### src/rtl/madgwick_wb_stream.sv
// Wishbone front-end for the Madgwick core: sample/result FIFOs,
// single-shot/continuous dispatch FSM, sample counter and interrupts.
module madgwick_wb_stream #(
  parameter int ACC_WIDTH  = 16,
  parameter int GYRO_WIDTH = 16,
  parameter int Q_WIDTH    = 32,
  parameter int FIFO_DEPTH = 4,
  parameter int ADR_WIDTH  = 6
) (
  input  logic                  clk,
  input  logic                  rst_n,
  input  logic [ADR_WIDTH-1:0]  adr_i,
  input  logic [31:0]           dat_i,
  output logic [31:0]           dat_o,
  input  logic                  we_i,
  input  logic                  stb_i,
  input  logic                  cyc_i,
  output logic                  ack_o,
  output logic                  inta_o,
  output logic                  core_rst_n,
  output logic                  core_valid_in,
  input  logic                  core_ready_in,
  output logic [ACC_WIDTH-1:0]  core_a_x,
  output logic [ACC_WIDTH-1:0]  core_a_y,
  output logic [ACC_WIDTH-1:0]  core_a_z,
  output logic [GYRO_WIDTH-1:0] core_w_x,
  output logic [GYRO_WIDTH-1:0] core_w_y,
  output logic [GYRO_WIDTH-1:0] core_w_z,
  input  logic                  core_valid_out,
  output logic                  core_ready_out,
  input  logic [Q_WIDTH-1:0]    core_q_w,
  input  logic [Q_WIDTH-1:0]    core_q_x,
  input  logic [Q_WIDTH-1:0]    core_q_y,
  input  logic [Q_WIDTH-1:0]    core_q_z
);
  localparam int IW = 3 * ACC_WIDTH + 3 * GYRO_WIDTH;
  localparam int OW = 4 * Q_WIDTH;
  localparam int PW = $clog2(FIFO_DEPTH);
  localparam int CW = PW + 1;

  localparam logic [1:0] S_IDLE  = 2'd0;
  localparam logic [1:0] S_ISSUE = 2'd1;
  localparam logic [1:0] S_WAIT  = 2'd2;

  localparam logic [ADR_WIDTH-1:0] A_CTRL = ADR_WIDTH'(8'h00);
  localparam logic [ADR_WIDTH-1:0] A_STAT = ADR_WIDTH'(8'h04);
  localparam logic [ADR_WIDTH-1:0] A_AX   = ADR_WIDTH'(8'h08);
  localparam logic [ADR_WIDTH-1:0] A_AY   = ADR_WIDTH'(8'h0C);
  localparam logic [ADR_WIDTH-1:0] A_AZ   = ADR_WIDTH'(8'h10);
  localparam logic [ADR_WIDTH-1:0] A_WX   = ADR_WIDTH'(8'h14);
  localparam logic [ADR_WIDTH-1:0] A_WY   = ADR_WIDTH'(8'h18);
  localparam logic [ADR_WIDTH-1:0] A_WZ   = ADR_WIDTH'(8'h1C);
  localparam logic [ADR_WIDTH-1:0] A_QW   = ADR_WIDTH'(8'h20);
  localparam logic [ADR_WIDTH-1:0] A_QX   = ADR_WIDTH'(8'h24);
  localparam logic [ADR_WIDTH-1:0] A_QY   = ADR_WIDTH'(8'h28);
  localparam logic [ADR_WIDTH-1:0] A_QZ   = ADR_WIDTH'(8'h2C);
  localparam logic [ADR_WIDTH-1:0] A_CNT  = ADR_WIDTH'(8'h30);
  localparam logic [ADR_WIDTH-1:0] A_THR  = ADR_WIDTH'(8'h34);

  logic                  r_en, r_cont, r_thr_en, r_ovf_en;
  logic                  r_start, r_ovf, r_done, r_discard;
  logic                  r_ack, r_int, r_core_rst;
  logic [31:0]           r_dat, r_cnt;
  logic [7:0]            r_thr;
  logic [1:0]            r_st;
  logic [ACC_WIDTH-1:0]  r_ax, r_ay, r_az;
  logic [GYRO_WIDTH-1:0] r_wx, r_wy, r_wz;
  logic [IW-1:0]         r_in_mem  [FIFO_DEPTH];
  logic [OW-1:0]         r_out_mem [FIFO_DEPTH];
  logic [PW-1:0]         r_in_wp, r_in_rp, r_out_wp, r_out_rp;
  logic [CW-1:0]         r_in_cnt, r_out_cnt;

  logic          w_acc, w_wr, w_rd, w_ctrl_wr, w_stat_wr, w_flush;
  logic          w_in_full, w_in_empty, w_out_empty, w_busy;
  logic          w_in_push, w_in_pop, w_ovf_set;
  logic          w_res, w_out_push, w_out_pop, w_go;
  logic [OW-1:0] w_out_q;
  logic [31:0]   w_rdata;
  logic          w_unused;

  assign w_acc      = cyc_i & stb_i & ~r_ack;
  assign w_wr       = w_acc & we_i;
  assign w_rd       = w_acc & ~we_i;
  assign w_ctrl_wr  = w_wr & (adr_i == A_CTRL);
  assign w_stat_wr  = w_wr & (adr_i == A_STAT);
  assign w_flush    = w_ctrl_wr & dat_i[4];
  assign w_in_full  = r_in_cnt == CW'(FIFO_DEPTH);
  assign w_in_empty = r_in_cnt == '0;
  assign w_out_empty = r_out_cnt == '0;
  assign w_busy     = r_st != S_IDLE;
  assign w_unused   = ^dat_i;

  assign core_valid_in  = (r_st == S_ISSUE) & r_en;
  assign core_ready_out = (r_st == S_WAIT) & r_en;
  assign core_rst_n     = r_core_rst;
  assign {core_a_x, core_a_y, core_a_z, core_w_x, core_w_y, core_w_z} = r_in_mem[r_in_rp];

  // a pop in the same cycle frees the slot a full-FIFO push needs
  assign w_in_pop   = core_valid_in & core_ready_in;
  assign w_in_push  = w_wr & (adr_i == A_WZ) & (~w_in_full | w_in_pop);
  assign w_ovf_set  = w_wr & (adr_i == A_WZ) & w_in_full & ~w_in_pop;
  assign w_res      = core_valid_out & core_ready_out;
  assign w_out_push = w_res & ~r_discard & ~w_flush;
  assign w_out_pop  = w_rd & (adr_i == A_QZ) & ~w_out_empty;
  assign w_out_q    = w_out_empty ? '0 : r_out_mem[r_out_rp];
  assign w_go = (r_st == S_IDLE) & r_en & ~w_in_empty & ~w_flush &
                (r_out_cnt < CW'(FIFO_DEPTH)) & (r_cont | r_start);

  assign dat_o  = r_dat;
  assign ack_o  = r_ack;
  assign inta_o = r_int;

  always_comb begin
    w_rdata = '0;
    case (adr_i)
      A_CTRL: w_rdata = {28'd0, r_ovf_en, r_thr_en, r_cont, r_en};
      A_STAT: w_rdata = {8'd0, 8'(r_out_cnt), 8'(r_in_cnt), 2'd0, r_done,
                         r_ovf, w_out_empty, w_in_empty, w_in_full, w_busy};
      A_AX:   w_rdata = 32'(r_ax);
      A_AY:   w_rdata = 32'(r_ay);
      A_AZ:   w_rdata = 32'(r_az);
      A_WX:   w_rdata = 32'(r_wx);
      A_WY:   w_rdata = 32'(r_wy);
      A_WZ:   w_rdata = 32'(r_wz);
      A_QW:   w_rdata = 32'(w_out_q[4*Q_WIDTH-1 -: Q_WIDTH]);
      A_QX:   w_rdata = 32'(w_out_q[3*Q_WIDTH-1 -: Q_WIDTH]);
      A_QY:   w_rdata = 32'(w_out_q[2*Q_WIDTH-1 -: Q_WIDTH]);
      A_QZ:   w_rdata = 32'(w_out_q[Q_WIDTH-1:0]);
      A_CNT:  w_rdata = r_cnt;
      A_THR:  w_rdata = {24'd0, r_thr};
      default: w_rdata = '0;
    endcase
  end

  always_ff @(posedge clk or negedge rst_n) begin
    if (!rst_n) begin
      r_ack <= 1'b0;
      r_dat <= '0;
    end else begin
      r_ack <= w_acc;
      if (w_rd) r_dat <= w_rdata;
    end
  end

  always_ff @(posedge clk or negedge rst_n) begin
    if (!rst_n) begin
      {r_ovf_en, r_thr_en, r_cont, r_en} <= '0;
      r_thr <= '0;
      {r_ax, r_ay, r_az} <= '0;
      {r_wx, r_wy, r_wz} <= '0;
    end else if (w_wr) begin
      case (adr_i)
        A_CTRL: {r_ovf_en, r_thr_en, r_cont, r_en} <= dat_i[3:0];
        A_THR:  r_thr <= dat_i[7:0];
        A_AX:   r_ax <= dat_i[ACC_WIDTH-1:0];
        A_AY:   r_ay <= dat_i[ACC_WIDTH-1:0];
        A_AZ:   r_az <= dat_i[ACC_WIDTH-1:0];
        A_WX:   r_wx <= dat_i[GYRO_WIDTH-1:0];
        A_WY:   r_wy <= dat_i[GYRO_WIDTH-1:0];
        A_WZ:   r_wz <= dat_i[GYRO_WIDTH-1:0];
        default: ;
      endcase
    end
  end

  always_ff @(posedge clk or negedge rst_n) begin
    if (!rst_n) begin
      r_st <= S_IDLE;
    end else if (!r_en) begin
      r_st <= S_IDLE;
    end else begin
      case (r_st)
        S_IDLE:  if (w_go) r_st <= S_ISSUE;
        S_ISSUE: if (w_flush) r_st <= S_IDLE;
                 else if (w_in_pop) r_st <= S_WAIT;
        S_WAIT:  if (w_res) r_st <= S_IDLE;
        default: r_st <= S_IDLE;
      endcase
    end
  end

  always_ff @(posedge clk or negedge rst_n) begin
    if (!rst_n) begin
      r_in_wp  <= '0;
      r_in_rp  <= '0;
      r_in_cnt <= '0;
      for (int i = 0; i < FIFO_DEPTH; i++) r_in_mem[i] <= '0;
    end else if (w_flush) begin
      r_in_wp  <= '0;
      r_in_rp  <= '0;
      r_in_cnt <= '0;
    end else begin
      if (w_in_push) begin
        r_in_mem[r_in_wp] <= {r_ax, r_ay, r_az, r_wx, r_wy,
                              dat_i[GYRO_WIDTH-1:0]};
        r_in_wp <= r_in_wp + PW'(1);
      end
      if (w_in_pop) r_in_rp <= r_in_rp + PW'(1);
      r_in_cnt <= r_in_cnt + CW'(w_in_push) - CW'(w_in_pop);
    end
  end

  always_ff @(posedge clk or negedge rst_n) begin
    if (!rst_n) begin
      r_out_wp  <= '0;
      r_out_rp  <= '0;
      r_out_cnt <= '0;
      for (int i = 0; i < FIFO_DEPTH; i++) r_out_mem[i] <= '0;
    end else if (w_flush) begin
      r_out_wp  <= '0;
      r_out_rp  <= '0;
      r_out_cnt <= '0;
    end else begin
      if (w_out_push) begin
        r_out_mem[r_out_wp] <= {core_q_w, core_q_x, core_q_y, core_q_z};
        r_out_wp <= r_out_wp + PW'(1);
      end
      if (w_out_pop) r_out_rp <= r_out_rp + PW'(1);
      r_out_cnt <= r_out_cnt + CW'(w_out_push) - CW'(w_out_pop);
    end
  end

  always_ff @(posedge clk or negedge rst_n) begin
    if (!rst_n) begin
      r_ovf      <= 1'b0;
      r_done     <= 1'b0;
      r_start    <= 1'b0;
      r_discard  <= 1'b0;
      r_cnt      <= '0;
      r_int      <= 1'b0;
      r_core_rst <= 1'b0;
    end else begin
      if (w_ovf_set) r_ovf <= 1'b1;
      else if (w_stat_wr & dat_i[4]) r_ovf <= 1'b0;
      if (w_out_push) r_done <= 1'b1;
      else if (w_stat_wr & dat_i[5]) r_done <= 1'b0;
      if (w_out_push) r_cnt <= r_cnt + 32'd1;
      if (w_ctrl_wr & dat_i[5]) r_start <= 1'b1;
      else if (w_flush | w_go) r_start <= 1'b0;
      // a flushed in-flight result must still be drained from the core
      if (w_res | ~r_en) r_discard <= 1'b0;
      else if (w_flush & (r_st == S_WAIT)) r_discard <= 1'b1;
      r_int <= (r_thr_en & (r_thr != 8'd0) & (8'(r_out_cnt) >= r_thr)) |
               (r_ovf_en & r_ovf);
      r_core_rst <= r_en;
    end
  end
endmodule
### config.mk
export PLATFORM = sky130hd
export DESIGN_NAME = madgwick_wb_stream
export DESIGN_NICKNAME = d
export VERILOG_FILES = /design/src/rtl/madgwick_wb_stream.sv
export SDC_FILE = /design/constraint.sdc
export NUM_CORES = 1
export LEC_CHECK = 0
export BUFFER_PORTS_ARGS = -buffer_cell sky130_fd_sc_hd__buf_2
export CAP_MARGIN = 25
export CORE_ASPECT_RATIO = 1.2
export CORE_MARGIN = 4
export CORE_UTILIZATION = 54
export DETAILED_ROUTE_END_ITERATION = 8
export GPL_TIMING_DRIVEN = 1
export HOLD_SLACK_MARGIN = 0.12
export PLACE_DENSITY_LB_ADDON = 0.05
export SETUP_SLACK_MARGIN = 0.02
export SKIP_CTS_REPAIR_TIMING = 1
export SLEW_MARGIN = 20
export SYNTH_ARGS = -nofsm -noshare
export SYNTH_HDL_FRONTEND = slang
export SYNTH_SLANG_ARGS = --single-unit
export TNS_END_PERCENT = 30
### constraint.sdc
create_clock -name clk -period 3.2 [get_ports clk]
set_clock_uncertainty 0.15 [all_clocks]
set_input_delay 0.48 -clock clk [delete_from_list [all_inputs] [get_ports clk]]
set_output_delay 0.48 -clock clk [all_outputs]
set_load 0.1 [all_outputs]
==> results of run 1 <==
-- registers in the layout (all words and copies together) (netlist names), 2 cells and up --
signal and cells:
r_out_mem 512, r_out_wp 2, r_st 2, r_wz 16
r_in_mem 384, r_in_cnt 3, r_out_cnt 3, r_wy 16
r_thr 8, r_in_rp 2, r_in_wp 2, r_ax 16
r_az 16, r_out_rp 2, r_ay 16, r_wx 16
r_cnt 32, dat_o 32
-- worst min-delay path by stage --
stage	endpoint	depth (start not counted)	slack, ps
floorplan	core_rst_n	0	30
global placement	r_cnt[31]	1	320
detailed placement	r_cnt[31]	1	320
CTS	r_in_mem[253]	1	-340
global route	r_start	3	130
finish	r_thr[2]	3	100
-- kinds of logic after synthesis --
| group | count (synthesis) |
|---|---|
| fa+ha+maj | 18 |
| mux | 1249 |
| compound gates | 210 |
| xor+xnor | 40 |
| buf+inv | 239 |
| flops | 1091 |
| simple gates | 201 |
-- report_power, final --
group | leakage, nW | switching (mW) | internal, mW
registers | 15.2 | 0.143 | 13.9
clock network | 1.90 | 5.45 | 8.18
logic | 12.0 | 0.781 | 0.372
total | 29.0 | 6.38 | 22.4
-- layout make-up --
cell class	count	area [um2]
fillers	6493	31900
flip-flops and latches	1091	27300
clock inverters	51	722
diodes	18	45.0
well taps	1159	1450
clock buffers	148	3120
multi-input cells	1718	20500
repair buffers	565	4530
inverters	20	76.3
-- synth_stat cells, drive strengths merged, types with 3 or more instances --
cell     number  share of area
nor4          5        0.00094
mux2i        23         0.0047
o32ai         3        0.00054
nand2b        4        0.00051
a32oi         4        0.00071
o211ai        3        0.00046
a41oi         7         0.0012
inv          19         0.0015
nor3         27         0.0032
a22o         17         0.0030
nor2b         4        0.00051
or4           3        0.00046
and3          7        0.00089
clkbuf       84         0.0064
mux2       1002           0.24
and3b         3        0.00054
nand3        23         0.0023
nor2         42         0.0033
a22oi        74          0.011
dfrtp      1091           0.56
ha           16         0.0041
a221oi        6         0.0011
nand4         8         0.0010
o21ai        10         0.0010
xnor2        14         0.0025
xor2         26         0.0046
a2bb2oi       4        0.00071
mux4        224           0.10
a21oi        45         0.0046
nand2        47         0.0042
buf         135          0.018
nand4b        3        0.00097
and2         10         0.0013
a221o        24         0.0049
-- through the flow --
stage / total power, mW / std cells
6_report: 28.8 / 4770
5_1_grt: 29.8 / 4762
4_1_cts: 28.9 / 4613
3_5_place_dp: 15.3 / 4414
3_3_place_gp: 15.2 / 4414
2_1_floorplan: 14.6 / 3048
-- layout by cell type, fill, tap and decap left out, types with 9 or more instances in the layout --
cell type,Yosys,routed
a21oi_1,45,45
a221o_1,24,24
a22o_1,17,17
a22oi_1,74,74
and2_1,8,9
buf_12,0,52
buf_2,37,288
buf_4,53,89
bufinv_16,0,17
clkbuf_1,84,17
clkbuf_16,0,111
clkbuf_8,0,20
clkinv_2,0,23
dfrtp_1,1091,1086
diode_2,0,18
dlygate4sd3_1,0,134
ha_1,16,16
inv_1,19,19
mux2_2,842,842
mux2_4,160,160
mux2i_1,23,23
mux4_2,224,224
nand2_1,43,39
nand3_1,23,23
nor2_1,41,41
nor3_1,23,23
o21ai_0,10,10
xnor2_1,14,14
xor2_1,26,26
-- critical path, delay by kind of cell, from the launching register on --
family	cells	cell delay (ps)
mux	1	550
flops	1	480
buf+inv	3	680
-- layer usage --
| layer | global-route usage | wire length, um | vias to the layer above |
|---|---|---|---|
| li1 | - | - | 12366 |
| met1 | 0.342 | 52200 | 15639 |
| met2 | 0.469 | 68100 | 792 |
| met3 | 0.0662 | 7420 | 251 |
| met4 | 0.135 | 6870 | 6 |
| met5 | 0 | 28 | - |
==> results.yml, run 1 <==
cts:
  cts_buffers: 110
  h-tree-depth: 3
  cts_tree: "built"
  clock-sinks: 1091
  clk_latency_ps: 680
  cts_root_buf: "clkbuf_16"
  path_clk_slew_ps: 60
  clk_path_buf_depth: 3
critical_path:
  path_class: "reg -> out"
  worst_r2r_endpoint: "r_out_cnt[2]"
  timing.rr.start: "ack_o"
  max_stage_delay_ps: 550
  start_kind: "flop"
  r2r_cells: 12
  crit_chain: "buf_12 > buf_4 > mux4_2 > buf_2"
  cp_data_required_time_ps: 2570
  end_kind: "primary output"
  critPathCapture: "core_w_y[1]"
  crit_arrival_ps: 2410
  worstPathMaxFanout: 7
  worstSetupStartpoint: "r_in_rp[0]"
  slowest_stage: "mux4_2"
  r2r_setup_slack_ps: 200
timing:
  max_freq_ghz: 0.329
  setup-violations-final: 0
  fin_crit_ps: 3040
  holdWs_ps: 103
  fin_tns_setup_ps: 0
  finalMaxSlewViolations: 0
  worst_slew_pin_slew_ps: 988
  rsz0062_at_grt: "no"
  finalCritPeriodShare: 0.949
  relSlewSlack: 0.341
  hold_viol_final: 0
  setup_ws_ps: 164
logic_synthesis:
  yosys.cell_types.count: 69
  synth_nets: 3239
  synth_xor_area_frac: 0.00714
  yosysWarnings: 0
  synth_edf_count: 0
  synth.avg_cell_area_um2: 16.1
  seq_area_frac_synth: 0.557
  async_flop_share: 1.00
  yosys-mux-area-fraction: 0.350
  synth_seq_cells: 1091
  synth_area_um2: 49100
  synthAdderAreaFrac: 0.00490
  synth_compound_area_frac: 0.0325
  synthSimpleGateAreaFrac: 0.0227
  synth_top_family_by_area: "multiplexers"
  netlist_instances: 3048
  synth_ff_type: "dfrtp_1"
job:
  maxCapViolations: 0
worst_hold_path:
  hp-class: "in -> reg"
  hold_start: "dat_i[2]"
route:
  postRouteAntennaNets: 0
  drc_errors: 0
  dr.pass1.iters: 5
  vias: 29054
  vias_per_cell: 6.09
  wl_per_cell_um: 28.2
  initialDrtViolationCount: 1755
  routed_wl_um: 135000
cells_and_area:
  syn_to_final_growth_pct: 17.8
  design_area_um2: 57800
  nNetsFinal: 3697
  post-route-util: 0.645
  drive_gt1_frac: 0.521
global_route:
  grt_max_degree: 111
  grt.total_usage: 0.279
  first_global_vias: 31424
  antenna_found_initial: 20
  grt_overflow: 0
  grt_pass1_wl_um: 203000
power_and_ir_drop:
  max-vdd-ir-drop_v: 0.000424
  p_leak_nw: 29.0
  power_density_nw_per_um2: 499
die:
  fp.coreArea_um2: 89600
  die_w_um: 283
  die-area_um2: 95700
  initial_core_util: 0.547
  pin_count: 306
  row_count: 120
  die_h_um: 338
placement:
  dpl_cell_area_um2: 52500
  dpl_worst_slack_ps: -29.0
  hpwl_um: 91300
  io_buffers: 289
  place.gp.congestion: 0.912
status:
  status: "completed"
Power figures use the tool's default switching activity.
==> inputs of run 2 (changes only) <==
- CELL_PAD_IN_SITES_DETAIL_PLACEMENT: default -> 1
- CELL_PAD_IN_SITES_GLOBAL_PLACEMENT: default -> 2
- CORE_UTILIZATION: 54 -> 41
- MAX_ROUTING_LAYER: default -> met4
==> run 2 against run 1 <==
  * Sequential power is essentially flat
  * Combinational power grew 3%
  * Setup slack worse by 140 ps
  * Non-clock buffer count is 36 higher
==> results.yml, run 2 (same netlist as run 1, synthesis figures left out) <==
die:
  pin_count: 306
  initial_core_util: 0.414
  row_count: 138
  fp.coreArea_um2: 118000
  die-area_um2: 125000
  die_w_um: 324
  die_h_um: 387
timing:
  fin_crit_ps: 3170
  relSlewSlack: 0.429
  setup_ws_ps: 28.4
  fin_tns_setup_ps: 0
  max_freq_ghz: 0.315
  rsz0062_at_grt: "yes"
  worst_slew_pin_slew_ps: 857
  finalCritPeriodShare: 0.991
  hold_viol_final: 0
  finalMaxSlewViolations: 0
  setup-violations-final: 0
cells_and_area:
  final_common_cell: "dfrtp_1"
  reg_top3: "r_out_mem: 512 flops, r_in_mem: 384 flops"
  layout_common_cells: "dfrtp_1, mux2_2, buf_2"
  nNetsFinal: 3739
  largest_register_ffs: 512
  regMostFlops: "r_out_mem"
  post-route-util: 0.496
  instances_no_fill: 5206
  drive_gt1_frac: 0.526
  syn_to_final_growth_pct: 19.7
critical_path:
  worst_r2r_endpoint: "r_out_cnt[2]"
  path_class: "reg -> out"
  end_kind: "primary output"
  worstPathMaxFanout: 40
  crit_arrival_ps: 2540
  cp_data_required_time_ps: 2570
  r2r_cells: 12
  r2r_setup_slack_ps: 250
  start_kind: "flop"
  timing.rr.start: "ack_o"
placement:
  dpl_worst_slack_ps: 155
  place.gp.congestion: 0.871
  hpwl_um: 104000
  io_buffers: 289
  placed_cells: 4833
cts:
  cts_tree: "built"
  h-tree-depth: 3
  path_clk_slew_ps: 60
  clock-sinks: 1091
  cts_buffers: 116
  clk_latency_ps: 740
  cts_root_buf: "clkbuf_16"
  clk_path_buf_depth: 3
global_route:
  grt_max_degree: 98
  first_global_vias: 32608
  antenna_found_initial: 20
  grt.total_usage: 0.247
  grt_overflow: 0
  grt_pass1_wl_um: 223000
route:
  drc_errors: 0
  postRouteAntennaNets: 0
  vias_per_cell: 5.59
  dr.pass1.iters: 5
  initialDrtViolationCount: 1400
  vias: 29087
  wl_per_cell_um: 28.8
  routed_wl_um: 150000
power_and_ir_drop:
  p_leak_nw: 29.3
  max-vdd-ir-drop_v: 0.000383
  power.total_mw: 29.1
  power_density_nw_per_um2: 496
status:
  status: "completed"
job:
  maxCapViolations: 0
worst_hold_path:
  hp-class: "in -> async"
==> run 2: cell count changes in the layout (fill, tap and decap cells not counted), moves of 4 or more <==
| cell | before | now |
|---|---|---|
| buf_4 | 89 | 148 |
| buf_2 | 288 | 261 |
| clkbuf_8 | 20 | 40 |
| bufinv_16 | 17 | 7 |
| clkbuf_16 | 111 | 120 |
| clkbuf_1 | 17 | 22 |
| clkbuf_4 | 0 | 5 |
| buf_12 | 52 | 48 |
| inv_6 | 6 | 2 |
==> run 2: layout make-up <==
type	instances	area [um2]
clock buffers	181	3610
flip-flops and latches	1091	27300
clock inverters	34	380
inverters	20	76.3
repair buffers	601	4860
well taps	1540	1930
diodes	21	52.6
multi-input cells	1718	20500
fillers	11299	59700
==> run 2: worst max path at each step <==
stage	end	from
finish	core_w_y[7]	r_in_rp[1]
global route	core_w_y[7]	r_in_rp[1]
CTS	core_w_x[13]	r_in_rp[0]
global placement	r_in_cnt[2]	adr_i[1]
floorplan	r_out_cnt[2]	ack_o
detailed placement	r_in_cnt[2]	adr_i[1]
==> run 2: layer usage <==
metal | wire length [um] | global-route usage | vias to the layer above
met5 | 0 | - | -
met4 | 5240 | 0.0911 | 0
met3 | 7500 | 0.0586 | 209
met2 | 78000 | 0.417 | 561
met1 | 59000 | 0.286 | 15856
li1 | - | - | 12461
==> run 2: power breakdown <==
part	internal (mW)	switching (mW)	leakage (nW)
clock	8.26	5.66	1.98
sequential	13.9	0.150	15.2
combinational	0.384	0.808	12.1
==> run 2: stage by stage <==
stage | hold WS, ps | area, um2
after floorplan | 34.4 | 49100
after global placement | 276 | 53200
after detailed placement | 280 | 53200
after CTS | -517 | 57200
after global routing | 124 | 58700
final | 117 | 58700
==> run 2: worst max-delay path: stages, from the launching register on <==
cell	delay, ps
dfrtp_4	650
buf_12	310
mux4_2	330
buf_2	450
==> inputs of run 3 (changes only) <==
==> constraint.sdc (replaced) <==
create_clock -name clk -period 3.2 [get_ports clk]
set_clock_uncertainty 0.15 [all_clocks]
set_input_delay 0.64 -clock clk [delete_from_list [all_inputs] [get_ports clk]]
set_output_delay 0.64 -clock clk [all_outputs]
set_load 0.1 [all_outputs]
==> run 3 against run 2 <==
  * Power increased by 1.2%
  * Global-route usage decreased by 0.064 points
  * Highest routed layer unchanged
  * Critical endpoint is now core_w_x[2]
  * Critical path depth increased by 1
  * Clock power increased by 3%
  * Critical path type unchanged
==> results.yml, run 3 (same netlist as run 1, synthesis figures left out) <==
route:
  routed_wl_um: 149000
  vias: 29009
  initialDrtViolationCount: 1471
  wl_per_cell_um: 28.6
  vias_per_cell: 5.55
  dr.pass1.iters: 5
  postRouteAntennaNets: 0
  drc_errors: 0
global_route:
  grt_max_degree: 92
  grt_overflow: 0
  first_global_vias: 32885
  antenna_found_initial: 26
  grt_pass1_wl_um: 223000
  grt.total_usage: 0.246
power_and_ir_drop:
  power.total_mw: 29.5
  power_density_nw_per_um2: 497
  p_leak_nw: 29.5
  max-vdd-ir-drop_v: 0.000439
critical_path:
  crit_arrival_ps: 2360
  worstPathMaxFanout: 16
  end_kind: "primary output"
  crit_chain: "buf_12 > clkbuf_16 > mux4_2 > buf_2"
  cp_data_required_time_ps: 2410
  start_kind: "flop"
  timing.rr.start: "r_in_cnt[2]"
  worstSetupStartpoint: "r_in_rp[0]"
  path_class: "reg -> out"
  slowest_stage: "mux4_2"
  max_stage_delay_ps: 500
timing:
  relSlewSlack: 0.477
  fin_tns_setup_ps: 0
  fin_crit_ps: 3150
  finalMaxSlewViolations: 0
  finalCritPeriodShare: 0.984
  max_freq_ghz: 0.318
  rsz0062_at_grt: "yes"
  setup-violations-final: 0
  worst_slew_pin_slew_ps: 784
  hold_viol_final: 0
cts:
  cts_tree: "built"
  clk_path_buf_depth: 3
  path_clk_slew_ps: 60
  h-tree-depth: 3
  cts_buffers: 118
  cts_root_buf: "clkbuf_16"
  clk_latency_ps: 720
  clock-sinks: 1091
cells_and_area:
  largest_register_ffs: 512
  drive_gt1_frac: 0.527
  final_common_cell: "dfrtp_1"
  nNetsFinal: 3750
  layout_common_cells: "dfrtp_1, mux2_2, mux4_2"
  register_area_um2: 27300
  reg_top3: "r_out_mem: 512 flops, r_in_mem: 384 flops"
  fillers: 11235
  syn_to_final_growth_pct: 21.1
  multi_input_area_um2: 20500
  regMostFlops: "r_out_mem"
die:
  die_h_um: 387
  row_count: 138
  pin_count: 306
  initial_core_util: 0.414
  fp.coreArea_um2: 118000
  die_w_um: 324
  die-area_um2: 125000
status:
  status: "completed"
placement:
  hpwl_um: 104000
  io_buffers: 289
  place.gp.congestion: 0.877
worst_hold_path:
  hp-class: "in -> reg"
  hold_start: "stb_i"
job:
  maxCapViolations: 0
[run 3: cell count changes in the layout (fill, tap and decap cells not counted), sizes merged, moves of 2 or more]
cell         before  now
bufinv            7   14
clkbuf          187  191
buf             460  463
dlygate4sd3     135  131
inv              21   27
clkinvlp          2    4
[run 3: path summary, 6_finish.rpt]
kind                       slack (ps)             end  cells past startpoint
min                               200           ack_o                      4
min in group asynchronous         380   r_out_mem[76]                      2
max                                50     core_w_x[2]                      4
max in group asynchronous        1360  r_out_mem[152]                      4
max reg2reg                       340     r_in_cnt[2]                     12
min reg2reg                       330       r_cnt[31]                      1
[run 3: per-stage QoR]
| step | std cells | setup slack (ps) | util | hold slack, ps | instance area, um2 |
|---|---|---|---|---|---|
| floorplan | 3048 | -89.0 | - | 194 | 49100 |
| global placement | 4844 | -63.8 | 0.451 | 314 | 53400 |
| detailed placement | 4844 | -107 | 0.451 | 319 | 53400 |
| CTS | 5069 | -271 | 0.485 | -235 | 57500 |
| global route | 5225 | -32.0 | 0.502 | 205 | 59400 |
| finish | 5225 | 50.4 | 0.502 | 205 | 59400 |
[run 3: layer usage]
metal / global-route usage / share of wire / up-vias
met3: 0.0550 / 0.046 / 174
met5: - / 0 / -
li1: - / - / 12494
met2: 0.428 / 0.53 / 532
met1: 0.284 / 0.40 / 15809
met4: 0.0745 / 0.026 / 0
[run 3: power breakdown]
| group | internal [mW] | total [mW] | switching [mW] |
|---|---|---|---|
| sequential | 13.9 | 14.0 | 0.150 |
| clock | 8.58 | 14.3 | 5.67 |
| combinational | 0.406 | 1.22 | 0.815 |
[run 3: layout make-up]
class | instances | share of cell area
flip-flops and latches | 1091 | 0.460
multi-input cells | 1718 | 0.345
clock buffers | 175 | 0.0580
clock inverters | 50 | 0.0109
repair buffers | 610 | 0.0914
diodes | 21 | 0.000885
well taps | 1540 | 0.0324
inverters | 20 | 0.00126
[run 3: critical path: cells and delay by family (launching register included)]
family                 cells  cell delay, ps
buffers and inverters      3             700
muxes                      1             500
DFF                        1             430
